**config.mk**
```make
export PLATFORM = sky130hd
export DESIGN_NAME = hazard_scoreboard
export DESIGN_NICKNAME = d
export VERILOG_FILES = /design/src/rtl/hazard_scoreboard.sv
export SDC_FILE = /design/constraint.sdc
export NUM_CORES = 1
export LEC_CHECK = 0
export BUFFER_PORTS_ARGS = -buffer_cell sky130_fd_sc_hd__buf_2
export CAP_MARGIN = 20
export CORE_ASPECT_RATIO = 0.5
export CORE_UTILIZATION = 58
export CTS_CLUSTER_SIZE = 24
export DETAILED_ROUTE_END_ITERATION = 10
export PLACE_DENSITY_LB_ADDON = 0.2
export RECOVER_POWER = 50
export SKIP_CTS_REPAIR_TIMING = 1
export SLEW_MARGIN = 20
export SYNTH_ARGS = -nofsm -noshare
export SYNTH_HDL_FRONTEND = slang
export SYNTH_SLANG_ARGS = --single-unit
```
**constraint.sdc**
```tcl
create_clock -name clk -period 5.45 [get_ports clk]
set_clock_uncertainty 0.05 [all_clocks]
set_input_delay 1.09 -clock clk [delete_from_list [all_inputs] [get_ports clk]]
set_output_delay 1.09 -clock clk [all_outputs]
set_load 0.01 [all_outputs]
```
**src/rtl/hazard_scoreboard.sv**
```systemverilog
// Issue-side hazard control beside ID: shadows EX/MEM/WB destination tags and
// drives stall, flush and freeze for the pipeline registers.
module hazard_scoreboard #(
  parameter int STALL_CNT_W = 32,
  parameter int FLUSH_CNT_W = 16
) (
  input  logic                   clk,
  input  logic                   rstn,
  input  logic                   id_valid,
  input  logic [4:0]             id_rs1,
  input  logic [4:0]             id_rs2,
  input  logic                   id_use_rs1,
  input  logic                   id_use_rs2,
  input  logic [4:0]             id_rd,
  input  logic                   id_reg_write,
  input  logic [1:0]             id_mem_to_reg,
  input  logic                   ex_branch_taken,
  input  logic                   mem_req,
  input  logic                   mem_ready,
  output logic                   stall_if,
  output logic                   stall_id,
  output logic                   freeze_back,
  output logic                   flush_if_id,
  output logic                   flush_id_ex,
  output logic [31:0]            pending,
  output logic [STALL_CNT_W-1:0] stall_cycles,
  output logic [FLUSH_CNT_W-1:0] flush_count
);
  localparam int SLOTS = 3;
  localparam int EX    = 0;
  localparam int MEM   = 1;
  localparam logic [STALL_CNT_W-1:0] STALL_ONE = {{(STALL_CNT_W-1){1'b0}}, 1'b1};
  localparam logic [FLUSH_CNT_W-1:0] FLUSH_ONE = {{(FLUSH_CNT_W-1){1'b0}}, 1'b1};

  // Slot 0 = EX, 1 = MEM, 2 = WB; r_v already folds in reg_write at entry.
  logic [SLOTS-1:0]       r_v;
  logic [SLOTS-1:0]       r_ld;
  logic [4:0]             r_rd [SLOTS];
  logic [STALL_CNT_W-1:0] r_stall_cnt;
  logic [FLUSH_CNT_W-1:0] r_flush_cnt;

  logic        w_memwait;
  logic        w_rs1_hit;
  logic        w_rs2_hit;
  logic        w_loaduse;
  logic        w_flush;
  logic        w_lu_stall;
  logic        w_bubble;
  logic [31:0] w_onehot [SLOTS];
  logic [31:0] w_pending;

  assign w_memwait  = r_v[MEM] && mem_req && !mem_ready;
  assign w_rs1_hit  = id_use_rs1 && (id_rs1 == r_rd[EX]);
  assign w_rs2_hit  = id_use_rs2 && (id_rs2 == r_rd[EX]);
  assign w_loaduse  = id_valid && r_v[EX] && r_ld[EX] && (r_rd[EX] != 5'd0) &&
                      (w_rs1_hit || w_rs2_hit);
  // A taken branch outranks load-use; memwait outranks both and defers the branch.
  assign w_flush    = !w_memwait && ex_branch_taken;
  assign w_lu_stall = !w_memwait && !ex_branch_taken && w_loaduse;
  assign w_bubble   = ex_branch_taken || w_loaduse;

  genvar gi;
  generate
    for (gi = 0; gi < SLOTS; gi++) begin : g_slot
      assign w_onehot[gi] = (r_v[gi] && (r_rd[gi] != 5'd0)) ? (32'd1 << r_rd[gi]) : 32'd0;
    end
  endgenerate

  assign w_pending = w_onehot[0] | w_onehot[1] | w_onehot[2];

  // Gating with rstn keeps every output low while reset is held, even with live inputs.
  assign stall_if     = rstn && (w_memwait || w_lu_stall);
  assign stall_id     = rstn && (w_memwait || w_lu_stall);
  assign freeze_back  = rstn && w_memwait;
  assign flush_if_id  = rstn && w_flush;
  assign flush_id_ex  = rstn && (w_flush || w_lu_stall);
  assign pending      = rstn ? w_pending : 32'd0;
  assign stall_cycles = r_stall_cnt;
  assign flush_count  = r_flush_cnt;

  always_ff @(posedge clk or negedge rstn) begin
    if (!rstn) begin
      r_v  <= '0;
      r_ld <= '0;
      for (int i = 0; i < SLOTS; i++) begin
        r_rd[i] <= 5'd0;
      end
    end else if (!w_memwait) begin
      r_v     <= {r_v[1:0], !w_bubble && id_valid && id_reg_write};
      r_ld    <= {r_ld[1:0], !w_bubble && (id_mem_to_reg == 2'b11)};
      r_rd[2] <= r_rd[1];
      r_rd[1] <= r_rd[0];
      r_rd[0] <= w_bubble ? 5'd0 : id_rd;
    end
  end

  always_ff @(posedge clk or negedge rstn) begin
    if (!rstn) begin
      r_stall_cnt <= '0;
      r_flush_cnt <= '0;
    end else begin
      if (stall_if && (r_stall_cnt != '1)) begin
        r_stall_cnt <= r_stall_cnt + STALL_ONE;
      end
      if (flush_if_id && (r_flush_cnt != '1)) begin
        r_flush_cnt <= r_flush_cnt + FLUSH_ONE;
      end
    end
  end
endmodule

```
==> results of run 1 <==
-- power by group through the flow --
| stage | sequential [mW] | clock, mW | combinational (mW) |
|---|---|---|---|
| finish | 0.597 | 0.538 | 0.181 |
| global route | 0.602 | 0.573 | 0.201 |
| CTS | 0.593 | 0.550 | 0.187 |
| detailed placement | 0.601 | 0 | 0.185 |
| global placement | 0.599 | 0 | 0.179 |
| floorplan | 0.593 | 0 | 0.113 |
-- final cells by class --
type	instances	area [um^2]	area share [%]
sequential	67	1677	33.36
clock inverter	3	22.52	0.4481
clock buffer	13	260.3	5.178
inverter	12	45.04	0.8962
tap	92	115.1	2.290
multi-input combinational	384	2369	47.12
timing repair buffer	114	538.0	10.70
-- registers in the layout (all words and copies together) (netlist names) --
signal,cells
stall_cycles,32
r_rd,15
r_ld,1
r_v,3
flush_count,16
-- cells in the final DEF, fill, tap and decap left out, types with 13 or more instances in the layout --
cell,instances
nand3_1,32
nand2_1,58
xnor2_1,24
xor2_1,32
dfrtp_1,67
nor2_1,88
nand4_1,13
buf_2,76
o22ai_1,25
nor3_1,16
clkbuf_1,36
-- final timing paths --
check                      slack, ns  cells past startpoint                          from                            to
setup / recovery                1.40                      8                     mem_ready                      stall_if
hold / removal                  0.44                      1  stall_cycles[20]$_DFFE_PN0P_  stall_cycles[20]$_DFFE_PN0P_
setup reg to reg                2.79                      7            r_v[1]$_DFFE_PN0N_   flush_count[10]$_DFFE_PN0P_
hold reg to reg                 0.44                      1  stall_cycles[20]$_DFFE_PN0P_  stall_cycles[20]$_DFFE_PN0P_
max in group asynchronous       3.88                      2                          rstn  stall_cycles[23]$_DFFE_PN0P_
min in group asynchronous       0.93                      2                          rstn           r_rd[3]$_DFFE_PN0N_
-- worst reg2reg max path, stage by stage, from the launching register on --
cell,delay [ns]
dfrtp_1,0.47
nand3b_1,0.15
clkbuf_1,0.51
nand3_1,0.26
a21oi_2,0.36
and3_1,0.35
nor3b_1,0.26
xor2_1,0.17
-- cell families (layout without fill, tap and decap cells) --
family	Yosys count	after routing	synth area share (%)
multiplexers	2	2	0.6192
AO/OA/AOI/OAI	48	48	8.552
adder cells (fa/ha/maj)	2	2	0.5897
XOR/XNOR	56	56	11.56
other	1	1	0.08838
flip-flops	67	67	39.52
buffers and inverters	41	142	4.777
AND/OR/NAND/NOR	275	275	34.30
-- layer usage --
| metal | track usage, % | share of wire, % | vias up |
|---|---|---|---|
| li1 | - | - | 1885 |
| met1 | 41.00 | 45 | 1855 |
| met2 | 44.52 | 46 | 181 |
| met3 | 7.938 | 8.1 | 17 |
| met4 | 8.689 | 1.2 | 0 |
| met5 | 0 | 0 | - |
==> reports/qor.csv, run 1 <==
stage,metric,value,unit
sta,hold slack,0.4416,ns
sta,Final Hold Violating Endpoints,0,
grt,total track usage,29.39,%
power_and_ir_drop,PD cells,261.8,nW/um^2
cells_and_area,Fill cells,565,
cells_and_area,antenna cells,0,
hold_path,Min-Delay Path Class,register to register,
synthesis,Synth cell types,54,
place,Final GP Congestion,0.9502,
power_and_ir_drop,combinational power share,13.7,%
power_and_ir_drop,Clk pwr share,40.9,%
sta,worst-margin pin slew,1.128,ns
floorplanning,core area,6884,um^2
cells_and_area,fin cells,685,
detailed_routing,DR DRC count,0,
setup_path,Top Family by Delay on Critical Path,buffers and inverters,
synthesis,Yosys Warn Count,0,
clocking,TritonCTS clock tree,yes,
setup_path,Worst setup EP type,output port,
synthesis,post-synthesis average cell area,8.624,um^2
clocking,CTS Root Cell,clkbuf_16,
floorplanning,Initial Utilization,61.63,%
place,dpl cells,669,
setup_path,largest stage delay on the critical path,0.51,ns
sta,max_slew headroom,23.74,%
sta,RSZ-0062 raised after global routing,no,
place,IO Port Bufs,109,
cells_and_area,P&R area growth vs syn,18.46,%
cells_and_area,final non-filler cell area,5026,um^2
sta,Final WS setup,1.403,ns
setup_path,Critical Path Slowest Stage Cell,clkbuf_1,
power_and_ir_drop,switch share,28.07,%
detailed_routing,Wirelength per Cell,15.77,um
setup_path,Worst path most repeated cell,clkbuf_1,
cells_and_area,"Core Util, Final",73.01,%
clocking,H-tree Lvls,3,
floorplanning,Core Rows,21,
status,status,completed,
flow_run,Max-Cap Viols,0,
synthesis,Post-Syn Area,4243,um^2
clocking,CTS sink count,67,
synthesis,top cell type's share of synthesized area,39.52,%
grt,initial antenna violation count,0,
grt,vias in the first global route,3594,
setup_path,maximum net fanout on the critical path,32,
place,post-DP HPWL,7.538,mm
setup_path,crit path cell chain,clkbuf_1 > nand3b_1 > clkbuf_1 > nor2_1 > a31oi_4 > buf_4 > inv_1 > buf_2,
sta,Final Setup Violations,0,
power_and_ir_drop,Max IR drop VDD,0.1712,mV
synthesis,"top cells by area, synth","dfrtp_1 (40%), nor2_1 (7.8%), xor2_1 (6.6%), nand2_1 (5.1%), xnor2_1 (5.0%)",
setup_path,Worst EP required,4.31,ns
sta,setup TNS,0,ns
clocking,Skew-Pair Late Insertion Delay,0.33,ns
synthesis,top-count cell post-synth,nor2_1,
sta,crit share post-route,74.26,%
synthesis,"flops & latches, synth",67,
grt,first-pass GRT wire length,17.55,mm
setup_path,"Data arrival, critical path",2.91,ns
power_and_ir_drop,Flop pwr share,45.4,%
detailed_routing,DR pass1 iterations,5,
cells_and_area,share of cells above drive strength 1,20.91,%
synthesis,Mapped Cells,492,
sta,Final Max Tran Viols,0,
detailed_routing,Detail Route Antenna Nets,0,
floorplanning,die area,7682,um^2
synthesis,most frequent cells after synthesis,"nor2_1 (88), dfrtp_1 (67), nand2_1 (58), nand3_1 (32), xor2_1 (32)",
cells_and_area,fin nets,616,
sta,post-layout min period,4.047,ns
clocking,CTS Buffer Depth,2,
clocking,cts bufs inserted,9,
synthesis,register area share after synthesis,39.52,%
sta,max frequency,247.1,MHz
place,pre-CTS setup slack,1.918,ns
floorplanning,Die W,123.0,um
place,DP Area,4788,um^2
detailed_routing,post-DR vias/cell,5.749,
detailed_routing,Vias,3938,
synthesis,Post-synth EDFFs,0,
setup_path,Buf/Inv on CP,5,
grt,total grt overflow,0,
detailed_routing,initial detailed-routing violation count,405,
setup_path,CP Launch Type,input pin,
synthesis,post-synth top area cell,dfrtp_1,
clocking,Worst-path clk slew,0.05,ns
power_and_ir_drop,internal power,0.9463,mW
synthesis,syn nets,520,
floorplanning,IO Pins,111,
synthesis,ys async rst share,100.0,%
floorplanning,DIE HEIGHT,62.48,um
power_and_ir_drop,NetSw,0.3693,mW
detailed_routing,DRT Wirelength,10.80,mm
setup_path,Crit Path Category,input pin to output port,
power_and_ir_drop,static leakage,2.374,nW
synthesis,"Top FF cell, synth",dfrtp_1,
power_and_ir_drop,Pwr Total,1.316,mW
grt,largest net degree at the start of global routing,69,
Note: power is estimated with default switching activity, not from simulation.
==> run 2: changes to the inputs <==
- ABC_AREA: unset -> 1
- CORE_UTILIZATION: 58 -> 50
- clock period: 5.45 -> 3.7 ns (I/O delays scaled with it)
==> run 2 against run 1 <==
  * Utilization decreased by 12 points
  * Setup slack got worse by 1.0 ns
  * First-iteration DRC count increased by 19%
  * The flow now finishes with violations (max-capacitance violations, max-slew violations)
  * Power increased by 48%
  * Largest cell class unchanged
  * Non-clock buffer count increased by 2
  * Synthesized area increased by 22%
  * Die area increased by 40%
  * Synthesized cell count increased by 61%
  * Global-route usage increased by 1.2 points
  * Sequential power increased by 45%
  * Routed wire length increased by 45%
  * Clock-buffer cell count increased by 1
==> reports/qor.csv, run 2 <==
stage,metric,value,unit,change
status,status,"finished, violations left",,
status,failing checks,"max-capacitance violations, max-slew violations",,
grt,largest net degree at the start of global routing,44,,-36%
clocking,CTS Buffer Depth,2,,unchanged
grt,first-pass GRT wire length,25.88,mm,+47%
synthesis,"Top FF cell, synth",dfrtp_1,,
flow_run,Max-Cap Viols,1,,+1
cells_and_area,fin nets,918,,+49%
detailed_routing,DR pass1 iterations,5,,unchanged
floorplanning,Initial Utilization,53.05,%,-8.6 points
synthesis,Post-Syn Area,5161,um^2,+22%
setup_path,"Data arrival, critical path",2.53,ns,-0.38 ns
setup_path,FF-to-FF End,stall_cycles[14]$_DFFE_PN0P_,,
grt,initial antenna violation count,0,,unchanged
clocking,H-tree Lvls,3,,unchanged
clocking,CTS Root Cell,clkbuf_16,,
synthesis,post-synthesis average cell area,6.508,um^2,-25%
power_and_ir_drop,Max IR drop VDD,0.3389,mV,+98%
setup_path,Worst EP required,2.91,ns,-1.40 ns
cells_and_area,antenna cells,0,,unchanged
floorplanning,Die W,145.7,um,+18%
cells_and_area,"commonest cells after routing, fill and taps aside","nand2_1 (258), nand3_1 (96), nor2_1 (81)",,
clocking,Worst-path clk slew,0.05,ns,about the same
sta,hold slack,0.2257,ns,-0.2159 ns
synthesis,most frequent cells after synthesis,"nand2_1 (258), nand3_1 (96), nor2_1 (81), inv_1 (77), dfrtp_1 (67)",,
sta,worst-margin pin slew,1.987,ns,+0.8580 ns
place,dpl cells,1014,,+52%
cells_and_area,share of cells above drive strength 1,15.53,%,-5.4 points
synthesis,top cell type's share of synthesized area,32.48,%,-7.0 points
cells_and_area,"Core Util, Final",61.49,%,-12 points
sta,Final Max Tran Viols,37,,+37
place,post-DP HPWL,11.43,mm,+52%
clocking,CTS sink count,67,,unchanged
clocking,TritonCTS clock tree,yes,,
detailed_routing,Wirelength per Cell,15.21,um,-3.5%
floorplanning,core area,9728,um^2,+41%
setup_path,Crit Path Category,register to output port,,
setup_path,cell count of the worst reg-to-reg path,11,,+4
detailed_routing,Vias,5605,,+42%
sta,Final WS setup,0.3827,ns,-1.020 ns
detailed_routing,initial detailed-routing violation count,482,,+19%
detailed_routing,DRT Wirelength,15.67,mm,+45%
cells_and_area,max reg flops,32,,unchanged
synthesis,Yosys Warn Count,0,,unchanged
clocking,cts bufs inserted,9,,unchanged
sta,setup TNS,0,ns,unchanged
grt,vias in the first global route,5167,,+44%
sta,Final Hold Violating Endpoints,0,,unchanged
sta,Final Setup Violations,0,,unchanged
synthesis,syn nets,821,,+58%
place,Final GP Congestion,0.9206,,-3.1%
power_and_ir_drop,PD cells,324.9,nW/um^2,+24%
synthesis,post-synth top area cell,dfrtp_1,,
synthesis,ys async rst share,100.0,%,unchanged
synthesis,"top cells by area, synth","dfrtp_1 (32%), nand2_1 (19%), nand3_1 (9.3%), nor2_1 (5.9%), inv_1 (5.6%)",,
floorplanning,Core Rows,25,,+19%
clocking,Skew-Pair Late Insertion Delay,0.33,ns,about the same
detailed_routing,DR DRC count,0,,unchanged
cells_and_area,final non-filler cell area,5982,um^2,+19%
sta,max_slew headroom,-32.43,%,-56 points
setup_path,CP Launch Type,register,,
cells_and_area,fin cells,1030,,+50%
floorplanning,die area,10760,um^2,+40%
hold_path,Min-Delay Path Class,input pin to async pin,,
place,pre-CTS setup slack,0.8107,ns,-1.107 ns
synthesis,Mapped Cells,793,,+61%
sta,post-layout min period,3.317,ns,
setup_path,Worst setup EP type,output port,,
synthesis,Post-synth EDFFs,0,,unchanged
synthesis,"flops & latches, synth",67,,unchanged
sta,max frequency,301.5,MHz,
sta,RSZ-0062 raised after global routing,no,,
setup_path,worst r2r src,r_rd[13]$_DFFE_PN0N_,,
synthesis,top-count cell post-synth,nand2_1,,
grt,total track usage,30.56,%,+1.2 points
power_and_ir_drop,static leakage,3.062,nW,+29%
detailed_routing,Detail Route Antenna Nets,0,,unchanged
place,DP Area,5749,um^2,+20%
setup_path,maximum net fanout on the critical path,18,,-44%
cells_and_area,Fill cells,994,,+76%
floorplanning,DIE HEIGHT,73.84,um,+18%
power_and_ir_drop,Pwr Total,1.944,mW,+48%
grt,total grt overflow,0,,unchanged
sta,crit share post-route,89.66,%,
cells_and_area,P&R area growth vs syn,15.90,%,
synthesis,register area share after synthesis,32.48,%,-7.0 points
setup_path,R2R setup slack,1.17,ns,-1.62 ns
synthesis,Synth cell types,45,,-17%
detailed_routing,post-DR vias/cell,5.442,,-5.3%
cells_and_area,"commonest non-fill, non-tap cell in the layout",nand2_1,,
place,IO Port Bufs,109,,unchanged
floorplanning,IO Pins,111,,unchanged
-- run 2: cell count changes in the layout (fill, tap and decap cells not counted), sizes merged, moves of 7 or more --
cell and change:
nand2 +224, inv +72, nand3 +66, o21ai +24, o22ai -22, xnor2 -15, a31oi +12, nand2b -12
xor2 -12, nor3 +10, nor2b -7
-- run 2: worst max path at each step --
stage                                    start          end  slack (ns)
after global routing      r_rd[13]$_DFFE_PN0N_  pending[12]        0.24
after CTS                 r_rd[13]$_DFFE_PN0N_     stall_if        0.62
after detailed placement                  rstn     stall_if        0.81
final                     r_rd[13]$_DFFE_PN0N_   pending[4]        0.38
after floorplan                        mem_req     stall_if        1.05
after global placement                    rstn     stall_id        0.87
-- run 2: area by class of cell --
| class | instances | area [um^2] | share of cell area, % |
|---|---|---|---|
| Multi-Input combinational cell | 610 | 2980 | 49.82 |
| Sequential cell | 67 | 1677 | 28.03 |
| Timing Repair Buffer | 116 | 559.3 | 9.349 |
| Inverter | 86 | 322.8 | 5.396 |
| Clock buffer | 14 | 264.0 | 4.413 |
| Tap cell | 135 | 168.9 | 2.824 |
| Clock inverter | 2 | 10.01 | 0.1673 |
-- run 2: logic make-up after synthesis --
| family | Yosys count | share of synthesized area, % |
|---|---|---|
| adders and majority gates | 2 | 0.4848 |
| other | 1 | 0.07266 |
| DFF | 67 | 32.48 |
| buffers and inverters | 116 | 9.769 |
| xor gates and xnor gates | 29 | 4.921 |
| AOI/OAI and AO/OA | 53 | 6.206 |
| and+or+nand+nor | 525 | 46.06 |
-- run 2: metal layers --
| layer | track usage, % | wire, um | vias to the layer above | part of all wire (%) |
|---|---|---|---|---|
| li1 | - | - | 2746 | - |
| met1 | 40.92 | 7362 | 2586 | 47 |
| met2 | 50.19 | 6892 | 244 | 44 |
| met3 | 6.460 | 1152 | 29 | 7.4 |
| met4 | 9.240 | 264 | 0 | 1.7 |
| met5 | 0 | 0 | - | 0 |
-- run 2: critical path, stage by stage (launching register included) --
cell and delay (ns):
dfrtp_1 0.59, inv_1 0.41, nand3_1 0.28, nand2_1 0.09
nor2_1 0.10, buf_4 0.21, nand4_1 0.12, a31oi_1 0.22
buf_2 0.17
-- run 2: power breakdown --
part	total (mW)	switching (mW)	internal, mW
logic	0.291	0.194	0.0970
clock network	0.787	0.299	0.488
registers	0.865	0.0794	0.786
total	1.94	0.573	1.37
==> run 3: changes to the inputs <==
- CORE_MARGIN: unset -> 4
- CORE_UTILIZATION: 50 -> 52
- CTS_BUF_LIST: unset -> sky130_fd_sc_hd__clkbuf_4 sky130_fd_sc_hd__clkbuf_8
==> run 3 against run 2 <==
  * The run now ends clean
  * Fmax shrank 4.3%
  * Clock-buffer cell count is 5 lower
  * Routed wire length is 4.7% lower
  * Sequential power fell by 0.5%
  * Cell area decreased by 0.67%
  * Utilization grew 0.79 points
  * Critical endpoint unchanged
==> reports/qor.csv, run 3 (same netlist as run 2, synthesis figures left out) <==
stage,metric,value,unit,change
setup_path,Critical Path Slowest Stage Cell,nor2_1,,
setup_path,Worst EP required,2.91,ns,about the same
detailed_routing,DRT Wirelength,14.94,mm,-4.7%
sta,RSZ-0062 raised after global routing,no,,
clocking,Worst-path clk slew,0.07,ns,+0.02 ns
grt,total track usage,26.19,%,-4.4 points
detailed_routing,Detail Route Antenna Nets,0,,unchanged
clocking,TritonCTS clock tree,yes,,
detailed_routing,Wirelength per Cell,14.53,um,-4.5%
clocking,H-tree Lvls,3,,unchanged
setup_path,R2R setup slack,1.14,ns,-0.03 ns
grt,total grt overflow,0,,unchanged
grt,largest net degree at the start of global routing,83,,+89%
floorplanning,Initial Utilization,54.10,%,+1.0 points
status,status,completed,,
floorplanning,Die W,148.9,um,+2.2%
setup_path,cell count of the worst reg-to-reg path,10,,-1
flow_run,Max-Cap Viols,0,,-1
grt,first-pass GRT wire length,25.14,mm,-2.9%
cells_and_area,"commonest non-fill, non-tap cell in the layout",nand2_1,,
floorplanning,DIE HEIGHT,78.45,um,+6.2%
setup_path,Crit Path Category,register to output port,,
floorplanning,core area,9540,um^2,-1.9%
setup_path,maximum net fanout on the critical path,18,,unchanged
cells_and_area,max reg flops,32,,unchanged
hold_path,Min-Delay Path Class,register to register,,
clocking,CTS sink count,67,,unchanged
setup_path,Setup crit end,pending[4],,
clocking,CTS Root Cell,clkbuf_8,,
setup_path,largest stage delay on the critical path,0.67,ns,+0.08 ns
sta,Final Setup Violations,0,,unchanged
sta,max_slew headroom,41.04,%,+73 points
place,Final GP Congestion,0.9457,,+2.7%
setup_path,crit path cell chain,inv_2 > nand3_1 > nand2_1 > nor2_1 > nand4_1 > a31oi_1 > buf_2,,
grt,initial antenna violation count,0,,unchanged
sta,max frequency,288.6,MHz,-4.3%
setup_path,FF-to-FF End,flush_count[2]$_DFFE_PN0P_,,
place,IO Port Bufs,109,,unchanged
cells_and_area,multi-input logic area,2980,um^2,unchanged
setup_path,worst r2r src,r_v[1]$_DFFE_PN0N_,,
cells_and_area,"commonest cells after routing, fill and taps aside","nand2_1 (258), nand3_1 (96), nor2_1 (81)",,
detailed_routing,post-DR vias/cell,5.439,,about the same
place,post-DP HPWL,11.20,mm,-2.0%
sta,post-layout min period,3.465,ns,+0.1477 ns
sta,Final Max Tran Viols,0,,-100%
grt,vias in the first global route,5064,,-2.0%
detailed_routing,Vias,5591,,-0.25%
detailed_routing,DR pass1 iterations,5,,unchanged
floorplanning,Core Rows,25,,unchanged
sta,setup TNS,0,ns,unchanged
place,DP Area,5747,um^2,about the same
power_and_ir_drop,PD cells,314.9,nW/um^2,-3.1%
setup_path,CP Launch Type,register,,
sta,Final Hold Violating Endpoints,0,,unchanged
clocking,CTS Buffer Depth,2,,unchanged
cells_and_area,P&R area growth vs syn,15.13,%,
hold_path,Hold Path Origin,r_ld[0]$_DFFE_PN0N_,,
clocking,Skew-Pair Late Insertion Delay,0.34,ns,about the same
place,pre-CTS setup slack,0.7191,ns,-0.09161 ns
cells_and_area,fin nets,916,,-0.22%
sta,crit share post-route,93.65,%,+4.0 points
power_and_ir_drop,Max IR drop VDD,0.2829,mV,-17%
detailed_routing,initial detailed-routing violation count,465,,-3.5%
cells_and_area,antenna cells,0,,unchanged
cells_and_area,Fill cells,931,,-6.3%
cells_and_area,final non-filler cell area,5942,um^2,-0.67%
floorplanning,IO Pins,111,,unchanged
sta,worst-margin pin slew,0.8812,ns,-1.105 ns
clocking,cts bufs inserted,9,,unchanged
detailed_routing,DR DRC count,0,,unchanged
setup_path,Critical path origin,r_rd[13]$_DFFE_PN0N_,,
cells_and_area,share of cells above drive strength 1,15.79,%,+0.26 points
power_and_ir_drop,static leakage,3.035,nW,-0.87%
setup_path,Worst setup EP type,output port,,
sta,Final WS setup,0.2350,ns,-0.1477 ns
floorplanning,die area,11680,um^2,+8.6%
setup_path,"Data arrival, critical path",2.67,ns,+0.14 ns
cells_and_area,register area,1677,um^2,unchanged
[run 3: cell types whose count changed in the layout (fill, tap and decap cells not counted)]
| cell | previous run | this run |
|---|---|---|
| inv_2 | 4 | 6 |
| buf_4 | 7 | 3 |
| clkinv_4 | 0 | 1 |
| bufinv_16 | 0 | 3 |
| buf_12 | 0 | 1 |
| clkbuf_16 | 9 | 0 |
| clkbuf_1 | 34 | 32 |
| clkinvlp_4 | 0 | 1 |
| clkbuf_8 | 2 | 9 |
| inv_1 | 79 | 77 |
[run 3: area by class of cell]
class,count,area share (%)
Clock buffer,9,2.085
Clock inverter,7,1.958
Inverter,86,5.433
Multi-Input combinational cell,610,50.16
Sequential cell,67,28.22
Tap cell,135,2.843
Timing Repair Buffer,114,9.307
[run 3: power by group]
part / internal, mW / total [mW] / switching, mW
clock: 0.446 / 0.725 / 0.279
sequential: 0.784 / 0.861 / 0.0772
combinational: 0.0961 / 0.285 / 0.188
total: 1.33 / 1.87 / 0.545
[run 3: through the flow]
step	total power, mW	hold WS, ns	utilization (%)	instances
after floorplan	1.041	0.3944	-	793
after global placement	1.160	0.4182	60.24	1012
after detailed placement	1.167	0.4186	60.24	1012
after CTS	1.901	0.3998	62.75	1028
after global routing	1.976	0.4666	62.28	1028
final	1.871	0.4382	62.28	1028
[run 3: worst max-delay path, delay by kind of cell, from the launching register on]
kind / cells / cell delay (ns)
and+or+nand+nor: 4 / 1.12
AOI/OAI and AO/OA: 1 / 0.22
buffers and inverters: 2 / 0.41
DFF: 1 / 0.58
[run 3: worst min-delay path by stage]
| stage | to | slack, ns | cells past startpoint |
|---|---|---|---|
| after floorplan | flush_count[0]$_DFFE_PN0P_ | 0.39 | 0 |
| after global placement | r_ld[0]$_DFFE_PN0N_ | 0.42 | 2 |
| after detailed placement | r_ld[0]$_DFFE_PN0N_ | 0.42 | 2 |
| after CTS | stall_cycles[3]$_DFFE_PN0P_ | 0.40 | 2 |
| after global routing | r_ld[0]$_DFFE_PN0N_ | 0.47 | 2 |
| final | r_ld[0]$_DFFE_PN0N_ | 0.44 | 2 |
[run 3: layer usage]
metal / wire [um] / part of all wire (%) / GRT usage (%) / vias up
met3: 1358 / 9.1 / 6.113 / 17
met1: 6812 / 46 / 37.16 / 2572
li1: - / - / - / 2743
met5: 0 / 0 / 0 / -
met4: 178 / 1.2 / 6.575 / 0
met2: 6591 / 44 / 40.47 / 259
